**config.mk**
```make
export PLATFORM = sky130hd
export DESIGN_NAME = pe
export DESIGN_NICKNAME = d
export VERILOG_FILES = /design/src/rtl/pe.sv
export SDC_FILE = /design/constraint.sdc
export NUM_CORES = 1
export LEC_CHECK = 0
export BUFFER_PORTS_ARGS = -buffer_cell sky130_fd_sc_hd__buf_4
export CAP_MARGIN = 10
export CORE_MARGIN = 1
export CORE_UTILIZATION = 55
export CTS_BUF_LIST = sky130_fd_sc_hd__clkbuf_4 sky130_fd_sc_hd__clkbuf_8
export DETAILED_ROUTE_END_ITERATION = 8
export GPL_TIMING_DRIVEN = 1
export PLACE_DENSITY = 0.71
export SYNTH_ARGS = -nofsm -noshare
export SYNTH_HDL_FRONTEND = slang
export SYNTH_SLANG_ARGS = --single-unit
```
**constraint.sdc**
```tcl
create_clock -name clk -period 11.61 [get_ports clk]
set_input_delay 1.161 -clock clk [delete_from_list [all_inputs] [get_ports clk]]
set_output_delay 1.161 -clock clk [all_outputs]
set_load 0.02 [all_outputs]
```
**src/rtl/pe.sv**
```systemverilog
// Multiply-accumulate processing element: accumulates x*weight (or a bias) and
// emits a saturated, optionally ReLU-clipped result with a one-cycle valid pulse.
module pe #(
  parameter int XLEN  = 16,
  parameter int ACC_W = 2*XLEN+8
) (
  input  logic                   clk,
  input  logic                   rst_n,
  input  logic                   in_valid,
  input  logic                   flush,
  input  logic                   out_en,
  input  logic                   calc_bias,
  input  logic                   calc_relu,
  input  logic signed [XLEN-1:0] x,
  input  logic signed [XLEN-1:0] weight,
  output logic signed [XLEN-1:0] result_r,
  output logic                   out_valid_r,
  output logic                   illegal_uop
);

  // Handshake: out_valid_r is a single-cycle pulse, high exactly one clock after
  // a legal out_en cycle; result_r is only meaningful (and only changes) then.

  localparam logic signed [ACC_W-1:0] SAT_MAX = {{(ACC_W-XLEN+1){1'b0}}, {(XLEN-1){1'b1}}};
  localparam logic signed [ACC_W-1:0] SAT_MIN = ~SAT_MAX;

  logic signed [ACC_W-1:0] acc_q, acc_d;
  logic signed [XLEN-1:0]  result_q, result_d;
  logic                    out_valid_q, out_valid_d;
  logic                    illegal_q, illegal_d;

  logic [2*XLEN-1:0]       x_ext, w_ext, prod;
  logic signed [ACC_W-1:0] term, acc_sum;
  logic signed [XLEN-1:0]  sat_val;
  logic                    illegal;

  always_comb begin
    x_ext   = {{XLEN{x[XLEN-1]}}, x};
    w_ext   = {{XLEN{weight[XLEN-1]}}, weight};
    // Low 2*XLEN bits of the product are the same for signed and unsigned operands.
    prod    = x_ext * w_ext;
    term    = calc_bias ? {{(ACC_W-XLEN){weight[XLEN-1]}}, weight}
                        : {{(ACC_W-2*XLEN){prod[2*XLEN-1]}}, prod};
    acc_sum = acc_q + (in_valid ? term : '0);

    if (acc_sum > SAT_MAX)      sat_val = {1'b0, {(XLEN-1){1'b1}}};
    else if (acc_sum < SAT_MIN) sat_val = {1'b1, {(XLEN-1){1'b0}}};
    else                        sat_val = acc_sum[XLEN-1:0];
    if (calc_relu && sat_val[XLEN-1]) sat_val = '0;

    illegal = ~flush & ((((calc_bias | calc_relu | out_en) & ~in_valid)) | (calc_relu & ~out_en));

    acc_d       = acc_q;
    result_d    = result_q;
    out_valid_d = 1'b0;
    illegal_d   = illegal;

    if (flush) begin
      acc_d = '0;
    end else if (!illegal) begin
      if (out_en) begin
        acc_d       = '0;
        result_d    = sat_val;
        out_valid_d = 1'b1;
      end else begin
        acc_d = acc_sum;
      end
    end
  end

  always_ff @(posedge clk) begin
    if (rst_n) begin
      acc_q       <= '0;
      result_q    <= '0;
      out_valid_q <= 1'b0;
      illegal_q   <= 1'b0;
    end else begin
      acc_q       <= acc_d;
      result_q    <= result_d;
      out_valid_q <= out_valid_d;
      illegal_q   <= illegal_d;
    end
  end

  assign result_r    = result_q;
  assign out_valid_r = out_valid_q;
  assign illegal_uop = illegal_q;

endmodule

```
# [Yosys cells after proc, flatten, opt, wreduce, memory -nomap -nowiden]
# Index checks and enable logic that the tools add are counted.
[classes] reduce_logical=4 muxes=7 bitwise_logic=10 magnitude_cmp=2 n_addsub=1 mul=1
[op_table] cell="40-bit two-way mux" count=3
[op_table] cell="16-bit two-way mux" count=3
[op_table] cell="40-bit adder" count=1
[op_table] cell="40-bit by 16-bit greater-than comparator with 1-bit output (second input constant)" count=1
[op_table] cell="40-bit by 16-bit less-than comparator with 1-bit output (second input constant)" count=1
[op_table] cell="16-bit by 16-bit multiplier with 32-bit output" count=1
[op_table] cell="1-bit inverter" count=4
[op_table] cell="1-bit bitwise AND" count=3
[op_table] cell="1-bit bitwise OR" count=3
[op_table] cell="3-bit AND reduction" count=1
[op_table] cell="3-bit OR reduction" count=1
[op_table] cell="2-bit OR reduction" count=1
[op_table] cell="1-bit logical AND" count=1
[op_table] cell="1-bit two-way mux" count=1
[totals] ff_bits=58 output_inout_bits=18 elab_cells=29 input_bits=39

# [Depth between registers and ports, before layout]
# Gate-level depths: netlist (run 1).
[depth] word_depth=9 mapped_depth=41 mapped_depth_nobuf=37

# [Worst setup path before layout (run 1)]
# No wires, ideal clock.
[synth_path] path_kind="input-to-reg" from="in weight[9]" to="reg result_q[0], in the netlist result_r[0]" cell_stages=35 t_arrival_ns=9.691 path_buffers=4 required_ns=11.524 slack_ns=1.833 setup_time_ns=0.086 cell_sequence="clkbuf_1 -> clkbuf_1 -> nand2_1 -> fa_1 -> inv_1 -> fa_1 -> fa_1 -> fa_1 -> fa_1 -> inv_1 -> fa_1 -> inv_1 -> ha_1 -> a21o_1 -> a2111oi_2 -> nor3_1 -> a221oi_2 -> o21ai_1 -> a21o_1 -> mux2_1 -> a311oi_1 -> ha_1 -> clkbuf_1 -> nand2_1 -> a21oi_1 -> a21boi_0 -> mux2i_1 -> o31a_1 -> o211ai_1 -> a2111oi_4 -> nand4_2 -> nor4_4 -> buf_6 -> o21bai_4 -> a221oi_2"
[synth_between] elab_chain_len=9 word_cells_on_any_way=10 classes_between="1 x add/sub; 1 x mul; 2 x order compare; 5 x mux; 1 x reduce/logical"
[synth_rtl] item="start: declaration" line="15" text="input logic signed [XLEN-1:0] weight,"
[synth_rtl] item="16-bit by 16-bit multiplier with 32-bit output" line="41" text="prod = x_ext * w_ext;"
[synth_rtl] item="40-bit two-way mux *" line="42" text="term = calc_bias ? {{(ACC_W-XLEN){weight[XLEN-1]}}, weight}"
[synth_rtl] item="40-bit two-way mux *" line="44" text="acc_sum = acc_q + (in_valid ? term : '0);"
[synth_rtl] item="40-bit adder *" line="44"
[synth_rtl] item="40-bit by 16-bit less-than comparator with 1-bit output" line="47" text="else if (acc_sum < SAT_MIN) sat_val = {1'b1, {(XLEN-1){1'b0}}};"
[synth_rtl] item="16-bit two-way mux" line="47"
[synth_rtl] item="16-bit two-way mux *" line="46" text="if (acc_sum > SAT_MAX) sat_val = {1'b0, {(XLEN-1){1'b1}}};"
[synth_rtl] item="1-bit logical AND" line="49" text="if (calc_relu && sat_val[XLEN-1]) sat_val = '0;"
[synth_rtl] item="16-bit two-way mux *" line="49"
[synth_rtl] item="end signal: assignment" line="79" text="result_q <= result_d;"
[synth_rtl] item="end: declaration" line="28" text="logic signed [XLEN-1:0] result_q, result_d;"
# Every way passes the cells marked *; elsewhere a longest branch is shown, timed or not.
# A chain may end at the register's enable or synchronous reset.

# [Worst setup path after layout (run 1)]
[layout_path] from="in weight[15]" to="reg result_q[0], in the netlist result_r[0]"
# Same word-level chain as after synthesis.

==> results by group, run 1 <==
Clocking
  – Post-CTS Setup Bufs: 0
  – CTS root buf: clkbuf_8
  – Post-cts gate resize count: 0
  – Clk slew on worst S/H paths: 0.08 ns
  – Num CTS Buffers: 9
  – H-tree Lvls: 3
  – Max clock buf depth: 2
  – Clock latency on the worst-skew pair: 0.37 ns
  – Total clock sinks: 58
  – Hold-fix buffers, CTS: 0
  – CTS tree: yes

Logic synthesis
  – Main synth FF type: dfxtp_1
  – Fraction of the yosys area taken by sequential cells: 7.51%
  – Cells after Synth: 1846
  – Cell area after synthesis: 0.0155 mm^2
  – Synth Register Bits: 58
  – EDFF count, synth: 0
  – Yosys cell types: 87
  – Synth async-reset ratio: 0%
  – Syn avg cell area: 8.38 um^2
  – Number of synthesis warnings: 0
  – Syn_nets: 2269

Critical path
  – Reg2reg start: acc_q[12]$_SDFFE_PP0N_
  – WS Path Type: in2reg
  – Crit end category: flip-flop
  – Critical Path Source Type: primary input
  – Critical Path RT: 11.90 ns
  – R2R Setup Slk: 7.60 ns
  – Critical Path Most Common Cell: fa_1
  – R2R cell count: 12
  – CP Max Fanout: 14
  – R2R Path End: result_r[1]$_SDFFE_PP0P_
  – Crit path largest cell delay: 0.56 ns
  – Worst EP arrival: 10.73 ns
  – Slowest cell on crit path: fa_1

GRT
  – Vias in the first global route: 12800
  – Antenna violations before repair: 1
  – First-pass GRT wire length: 65.6 mm
  – Largest net degree at the start of global routing: 45
  – Total GRT Usage: 28.7%
  – Total gr overflow: 0

STA
  – Fmax: 0.0958 GHz
  – RSZ-0062 raised after global routing: no
  – Max-slew violation count: 0
  – Setup TNS: 0 ns
  – Minimum hold slack: 0.488 ns
  – Min Tclk post-route: 10.44 ns
  – Final setup skew: 0.00830 ns
  – Slew @ Worst Pin: 0.888 ns
  – Worst relative slew slack: 40.8%
  – Setup violators final: 0
  – Fin. Hold Viols: 0
  – Fin crit share: 89.9%

Floorplanning
  – Core area: 0.0277 mm^2
  – Die width: 170 um
  – Die H: 170 um
  – Initial core utilization: 55.8%
  – Ports: 57
  – # rows: 61
  – Die ar.: 0.0288 mm^2

Layout
  – Final Util: 58.7%
  – Fin nets: 2255
  – # fillers: 2567
  – Finished Layout Cells: 2215
  – Share of layout cells above drive strength 1: 6.53%
  – Area Overhead vs Synth: 5.10%
  – # diodes: 0

Place
  – PortBufs: 56
  – Routability cong.: 0.953
  – DP Cell Count: 2199
  – Detail Placement HPWL: 31.8 mm

Status
  – Outcome: finished clean

Hold path
  – Hold path cells: 2
  – Hold path start: result_r[1]$_SDFFE_PP0P_
  – Hold Path Sink: result_r[1]$_SDFFE_PP0P_
  – Min-delay worst type: reg2reg

Route
  – Drt initial violations: 887
  – Total number of vias: 12500
  – Drt pass-1 iters: 5
  – Final wirelength: 38.8 mm
  – WL/cell: 17.5 um
  – DRC: 0
  – Routed Antenna Nets: 0
  – Vias/cell: 5.63

Job
  – Max_cap viols: 0
## cells in the final DEF, fill, tap and decap left out, drive strengths merged, types with 23 or more instances in the layout
cell type and instances:
xor2 26, dfxtp 58, buf 60, a21oi 100
nor2 124, xnor2 32, nor3 23, inv 317
ha 121, o21ai 57, nand2 198, fa 263
a22oi 31, o21a 30, and2 149
## layout make-up
class	count	area (um^2)	area share [%]
Multi-Input combinational cell	1388	12800	78.5
Inverter	315	1180	7.27
Sequential cell	58	1160	7.14
Tap cell	378	473	2.91
Timing Repair Buffer	60	450	2.77
Clock buffer	9	124	0.762
Clock inverter	7	101	0.624
## cells in the mapped netlist, types with 4 or more instances
cell type / n / area share [%]
nand4_1: 13 / 0.53
buf_1: 4 / 0.097
a21boi_0: 11 / 0.53
fa_1: 263 / 34
a31oi_1: 6 / 0.24
buf_2: 13 / 0.42
or2_2: 6 / 0.24
o31a_1: 15 / 0.85
a311oi_1: 4 / 0.23
a211oi_2: 4 / 0.32
a31o_2: 4 / 0.23
xor2_1: 26 / 1.5
nand2b_1: 10 / 0.40
xnor2_1: 31 / 1.8
clkbuf_1: 63 / 1.5
mux2i_1: 7 / 0.45
o211ai_1: 10 / 0.49
a22oi_1: 31 / 1.5
nand2_1: 198 / 4.8
a21o_1: 22 / 1.1
nor3_1: 22 / 0.71
and3_1: 5 / 0.20
inv_1: 315 / 7.6
o211a_1: 4 / 0.26
or3_1: 6 / 0.24
o21ai_1: 7 / 0.23
dfxtp_1: 58 / 7.5
nor4_1: 5 / 0.20
nor2_1: 121 / 2.9
o21a_1: 29 / 1.4
nor2b_1: 12 / 0.49
nand3_1: 22 / 0.71
and2_1: 146 / 5.9
o21ai_0: 47 / 1.5
ha_1: 121 / 9.8
a211oi_1: 9 / 0.44
a21oi_1: 97 / 3.1
## per-layer routing
| metal | part of all wire [%] | wire (um) | track usage, % | vias to the layer above |
|---|---|---|---|---|
| met5 | 0 | 0 | 0 | - |
| met4 | 1.9 | 728 | 7.29 | 0 |
| met3 | 4.9 | 1900 | 2.68 | 57 |
| met2 | 47 | 18300 | 46.7 | 370 |
| met1 | 46 | 17800 | 41.0 | 6134 |
| li1 | - | - | - | 5910 |
## through the flow
stage / setup slack, ns / area [um^2]
finish: 1.17 / 16300
global route: 0.514 / 16300
CTS: 1.14 / 16300
detailed placement: 0.789 / 16000
global placement: 0.823 / 16000
floorplan: 1.83 / 15500
## registers in the layout, indices dropped and copies added (netlist names)
signal and count:
acc_q 40, result_r 16, illegal_uop 1, out_valid_r 1
## worst max-delay path, delay by kind of cell
kind                       cells  cell delay, ns
muxes                          1            0.24
AOI/OAI and AO/OA             16            3.10
adders and majority gates      8            4.08
xor gates and xnor gates       1            0.18
and+or+nand+nor                5            0.98
buffers and inverters          5            0.98
## kinds of logic (layout without fill, tap and decap cells)
| family | after synthesis | after routing | share of synthesized area, % |
|---|---|---|---|
| AO/OA/AOI/OAI | 352 | 352 | 16.1 |
| flip-flops | 58 | 58 | 7.51 |
| adder cells (fa/ha/maj) | 384 | 384 | 43.8 |
| XOR/XNOR | 59 | 59 | 3.48 |
| multiplexers | 9 | 9 | 0.599 |
| buffers and inverters | 400 | 391 | 10.0 |
| AND/OR/NAND/NOR | 584 | 584 | 18.5 |
## worst max path at each step
stage	startpoint	end	slack (ns)	cells after the start
global placement	weight[15]	result_r[0]$_SDFFE_PP0P_	0.82	36
global route	weight[15]	result_r[1]$_SDFFE_PP0P_	0.51	35
detailed placement	weight[15]	result_r[0]$_SDFFE_PP0P_	0.79	36
floorplan	weight[9]	result_r[0]$_SDFFE_PP0P_	1.83	35
CTS	weight[15]	result_r[0]$_SDFFE_PP0P_	1.14	36
finish	weight[15]	result_r[0]$_SDFFE_PP0P_	1.17	36
Power of run 1 is not shown: default switching activity piles up to over one toggle a cycle in this logic, so the estimate is an artifact.
==> run 2, diff against run 1 <==
--- a/config.mk
+++ b/config.mk
@@ -5,6 +5,7 @@
 export SDC_FILE = /design/constraint.sdc
 export NUM_CORES = 1
 export LEC_CHECK = 0
+export ABC_AREA = 1
 export BUFFER_PORTS_ARGS = -buffer_cell sky130_fd_sc_hd__buf_4
 export CAP_MARGIN = 10
 export CORE_MARGIN = 1
==> results by group, run 2 <==
Floorplanning
  – Die H: 174 um
  – # rows: 62
  – Initial core utilization: 56.1%
  – Ports: 57
  – Die width: 174 um
  – Core area: 0.0289 mm^2
  – Die ar.: 0.0301 mm^2

Hold path
  – Hold path cells: 2
  – Hold Path Sink: acc_q[3]$_SDFFE_PP0N_
  – Min-delay worst type: reg2reg
  – Hold path start: acc_q[3]$_SDFFE_PP0N_

STA
  – Setup TNS: 0 ns
  – Fmax: 0.100 GHz
  – Fin crit share: 86.1%
  – Fin. Hold Viols: 0
  – Final setup skew: 0.0111 ns
  – RSZ-0062 raised after global routing: no
  – Setup violators final: 0
  – Slew @ Worst Pin: 0.932 ns
  – Max-slew violation count: 0
  – Min Tclk post-route: 10.0 ns
  – Worst relative slew slack: 37.8%

Critical path
  – WS Path Type: in2reg
  – Critical Path RT: 11.87 ns
  – Slowest cell on crit path: fa_1
  – Crit end category: flip-flop
  – Worst EP arrival: 10.25 ns
  – Critical Path Source Type: primary input
  – R2R Path End: result_r[10]$_SDFFE_PP0P_
  – CP Max Fanout: 18
  – Crit path largest cell delay: 0.57 ns
  – Critical Path Most Common Cell: fa_1
  – R2R Setup Slk: 7.74 ns
  – Reg2reg start: acc_q[0]$_SDFFE_PP0N_
  – R2R cell count: 21

Logic synthesis
  – Main synth FF type: dfxtp_1
  – Yosys cell types: 44
  – Syn_nets: 2807
  – Post-synth top area cell: fa_1
  – Area contributors post-synth: fa_1, nand2_1, inv_1
  – Top-count cell post-synth: nand2_1
  – Top cells by count, synth: nand2_1, inv_1, fa_1
  – EDFF count, synth: 0
  – Cells after Synth: 2384
  – Synth Register Bits: 58
  – Share of the synthesized area in the top cell type: 32.5%
  – Syn avg cell area: 6.79 um^2
  – Number of synthesis warnings: 0
  – Fraction of the yosys area taken by sequential cells: 7.17%
  – Synth async-reset ratio: 0%
  – Cell area after synthesis: 0.0162 mm^2

Route
  – Met3 wire length: 2.51 mm
  – Final wirelength: 44.9 mm
  – Vias/cell: 5.21
  – DRC: 0
  – Drt initial violations: 1032
  – Routed met2 length: 21.4 mm
  – WL met1: 20.0 mm
  – Drt pass-1 iters: 5
  – Routed Antenna Nets: 0
  – Highest metal used: met4
  – WL/cell: 16.3 um
  – Total number of vias: 14400

GRT
  – Total gr overflow: 0
  – Largest net degree at the start of global routing: 41
  – Total GRT Usage: 31.8%
  – First-pass GRT wire length: 76.2 mm
  – Vias in the first global route: 14900
  – Antenna violations before repair: 0

Clocking
  – Max clock buf depth: 2
  – Hold-fix buffers, CTS: 0
  – CTS tree: yes
  – H-tree Lvls: 3
  – Total clock sinks: 58
  – Num CTS Buffers: 9
  – Clock latency on the worst-skew pair: 0.38 ns
  – Clk slew on worst S/H paths: 0.08 ns
  – Post-CTS Setup Bufs: 0
  – Post-cts gate resize count: 0
  – CTS root buf: clkbuf_8

Layout
  – Area Overhead vs Synth: 5.07%
  – Sequential standard cell area: 0.00116 mm^2
  – Share of layout cells above drive strength 1: 6.18%
  – Most frequent cells in the layout: nand2_1, inv_1, fa_1
  – # fillers: 2857
  – Max FFs per register: 40
  – Multi-input gate area: 0.0124 mm^2
  – Commonest non-fill, non-tap cell in the layout: nand2_1
  – Fin nets: 2795
  – # diodes: 0
  – Most flops, register: acc_q

Status
  – Outcome: finished clean

Job
  – Max_cap viols: 0

Place
  – Detail Placement HPWL: 37.6 mm
  – PortBufs: 56
  – Routability cong.: 0.974
[run 2: logic make-up (layout without fill, tap and decap cells)]
logic type / count (synthesis) / after routing / share of synthesized area (%)
AOI/OAI and AO/OA: 210 / 210 / 7.01
xor gates and xnor gates: 44 / 44 / 2.38
buffers and inverters: 695 / 688 / 16.3
DFF: 58 / 58 / 7.17
adders and majority gates: 384 / 384 / 41.9
and+or+nand+nor: 993 / 993 / 25.3
[run 2: through the flow]
stage / setup WS [ns] / cell area [um^2] / hold WS (ns) / util [%] / instances
floorplan: 2.81 / 16200 / 0.450 / - / 2384
global placement: 1.43 / 16800 / 0.455 / 58.2 / 2745
detailed placement: 1.29 / 16800 / 0.458 / 58.2 / 2745
CTS: 1.62 / 17000 / 0.470 / 59.0 / 2761
global route: 0.912 / 17000 / 0.485 / 59.0 / 2761
finish: 1.61 / 17000 / 0.474 / 59.0 / 2761
[run 2: per-layer routing]
metal | track usage (%) | vias up
met1 | 43.9 | 6935
li1 | - | 6948
met4 | 8.74 | 0
met3 | 3.29 | 69
met2 | 53.2 | 431
met5 | 0 | -
[run 2: worst max-delay path by stage]
stage | start | end | slack, ns | depth (start not counted)
floorplan | weight[6] | result_r[10]$_SDFFE_PP0P_ | 2.81 | 46
global placement | weight[15] | result_r[2]$_SDFFE_PP0P_ | 1.43 | 38
detailed placement | weight[15] | result_r[2]$_SDFFE_PP0P_ | 1.29 | 39
CTS | weight[15] | result_r[10]$_SDFFE_PP0P_ | 1.62 | 39
global route | weight[15] | result_r[12]$_SDFFE_PP0P_ | 0.91 | 38
finish | weight[15] | result_r[10]$_SDFFE_PP0P_ | 1.61 | 38
[run 2: critical path, delay by kind of cell]
| family | cells | cell delay, ns |
|---|---|---|
| xor gates and xnor gates | 1 | 0.17 |
| buffers and inverters | 5 | 0.86 |
| and+or+nand+nor | 15 | 2.10 |
| adders and majority gates | 8 | 4.01 |
| AOI/OAI and AO/OA | 9 | 1.91 |
[run 2: layout make-up]
type | instances | area share [%]
clock buffer | 9 | 0.728
timing repair buffer | 59 | 2.60
tap | 384 | 2.82
inverter | 613 | 13.5
multi-input combinational | 1631 | 72.9
sequential | 58 | 6.82
clock inverter | 7 | 0.596
Power of run 2 is left out for the same reason.
==> run 3, diff against run 2 <==
--- a/config.mk
+++ b/config.mk
@@ -9,11 +9,11 @@
 export BUFFER_PORTS_ARGS = -buffer_cell sky130_fd_sc_hd__buf_4
 export CAP_MARGIN = 10
 export CORE_MARGIN = 1
-export CORE_UTILIZATION = 55
+export CORE_UTILIZATION = 50
 export CTS_BUF_LIST = sky130_fd_sc_hd__clkbuf_4 sky130_fd_sc_hd__clkbuf_8
 export DETAILED_ROUTE_END_ITERATION = 8
 export GPL_TIMING_DRIVEN = 1
-export PLACE_DENSITY = 0.71
+export PLACE_DENSITY = 0.66
 export SYNTH_ARGS = -nofsm -noshare
 export SYNTH_HDL_FRONTEND = slang
 export SYNTH_SLANG_ARGS = --single-unit
==> results by group, run 3 (same netlist as run 2, synthesis figures left out) <==
STA
  – Fmax: 0.101 GHz
  – Max-slew violation count: 0
  – Setup TNS: 0 ns
  – Slew @ Worst Pin: 0.915 ns
  – RSZ-0062 raised after global routing: no
  – Worst relative slew slack: 39.0%
  – Fin crit share: 85.4%
  – Minimum hold slack: 0.470 ns
  – Setup violators final: 0
  – Min Tclk post-route: 9.91 ns
  – Final setup skew: 0.0168 ns
  – Fin. Hold Viols: 0

Layout
  – Area Overhead vs Synth: 4.98%
  – Finished Layout Cells: 2780
  – # fillers: 3225
  – Final Util: 53.6%
  – Most frequent cells in the layout: nand2_1, inv_1, fa_1
  – Max FFs per register: 40
  – Commonest non-fill, non-tap cell in the layout: nand2_1
  – Fin nets: 2796
  – Most flops, register: acc_q
  – Share of layout cells above drive strength 1: 6.22%
  – # diodes: 0

GRT
  – First-pass GRT wire length: 75.9 mm
  – Antenna violations before repair: 0
  – Total gr overflow: 0
  – Largest net degree at the start of global routing: 41
  – Total GRT Usage: 29.0%
  – Vias in the first global route: 14600

Critical path
  – Critical Path RT: 11.91 ns
  – WS Path Type: in2reg
  – Slowest cell on crit path: inv_1
  – Crit path buffers/inverters: 6
  – R2R Setup Slk: 7.78 ns
  – Cell family with most CP delay: adder cells
  – Crit path largest cell delay: 0.57 ns
  – Crit end category: flip-flop
  – Critical Path Source Type: primary input
  – Worst EP arrival: 10.22 ns
  – CP Max Fanout: 18

Clocking
  – Clk slew on worst S/H paths: 0.08 ns
  – Hold-fix buffers, CTS: 0
  – CTS root buf: clkbuf_8
  – Total clock sinks: 58
  – Post-cts gate resize count: 0
  – CTS tree: yes
  – H-tree Lvls: 3
  – Max clock buf depth: 2
  – Clock latency on the worst-skew pair: 0.38 ns
  – Num CTS Buffers: 9
  – Post-CTS Setup Bufs: 0

Floorplanning
  – Die ar.: 0.0331 mm^2
  – Ports: 57
  – Core area: 0.0317 mm^2
  – # rows: 65
  – Initial core utilization: 51.1%
  – Die width: 182 um
  – Die H: 182 um

Job
  – Max_cap viols: 0

Route
  – Drt pass-1 iters: 7
  – Routed Antenna Nets: 0
  – Final wirelength: 44.8 mm
  – WL/cell: 16.1 um
  – Vias/cell: 5.14
  – Drt initial violations: 995
  – Total number of vias: 14300
  – DRC: 0

Hold path
  – Min-delay worst type: reg2reg

Place
  – Detail Placement HPWL: 37.6 mm
  – Routability cong.: 0.942
  – PortBufs: 56
  – DP Cell Count: 2764

Status
  – Outcome: finished clean
[run 3: changes by cell type in the layout (fill, tap and decap cells not counted), sizes merged]
cell,delta
bufinv,-2
inv,-2
clkinv,+3
clkbuf,+1
buf,+1
[run 3: path summary, 6_finish.rpt]
kind,start,endpoint,cells after the start
worst max register to register,acc_q[0]$_SDFFE_PP0N_,result_r[13]$_SDFFE_PP0P_,22
worst min register to register,result_r[7]$_SDFFE_PP0P_,result_r[7]$_SDFFE_PP0P_,2
worst max-delay path,weight[15],result_r[13]$_SDFFE_PP0P_,39
worst min-delay path,result_r[7]$_SDFFE_PP0P_,result_r[7]$_SDFFE_PP0P_,2
[run 3: area by class of cell]
cell class                      count  area, um^2  share of cell area, %
Multi-Input combinational cell   1631       12400                   73.0
Tap cell                          402         503                   2.96
Clock buffer                       10         138                  0.810
Timing Repair Buffer               60         450                   2.65
Inverter                          613        2300                   13.5
Clock inverter                      6        42.5                  0.250
Sequential cell                    58        1160                   6.83
[run 3: tightest hold or removal path: stages, from the launching register on]
cell,delay (ns)
dfxtp_1,0.32
nand2_1,0.06
a21oi_1,0.05
[run 3: metrics by stage]
step / setup WS, ns / instance area (um^2)
global placement: 1.50 / 16800
detailed placement: 1.38 / 16800
finish: 1.70 / 17000
floorplan: 2.81 / 16200
global route: 0.875 / 17000
CTS: 1.75 / 17000
[run 3: metal layers]
| layer | vias to the layer above | track usage (%) | share of wire [%] |
|---|---|---|---|
| met5 | - | 0 | 0 |
| met4 | 0 | 6.96 | 1.9 |
| met3 | 55 | 3.11 | 5.5 |
| met2 | 395 | 49.0 | 48 |
| met1 | 6900 | 39.9 | 45 |
| li1 | 6952 | - | - |
Power of run 3 is left out for the same reason.
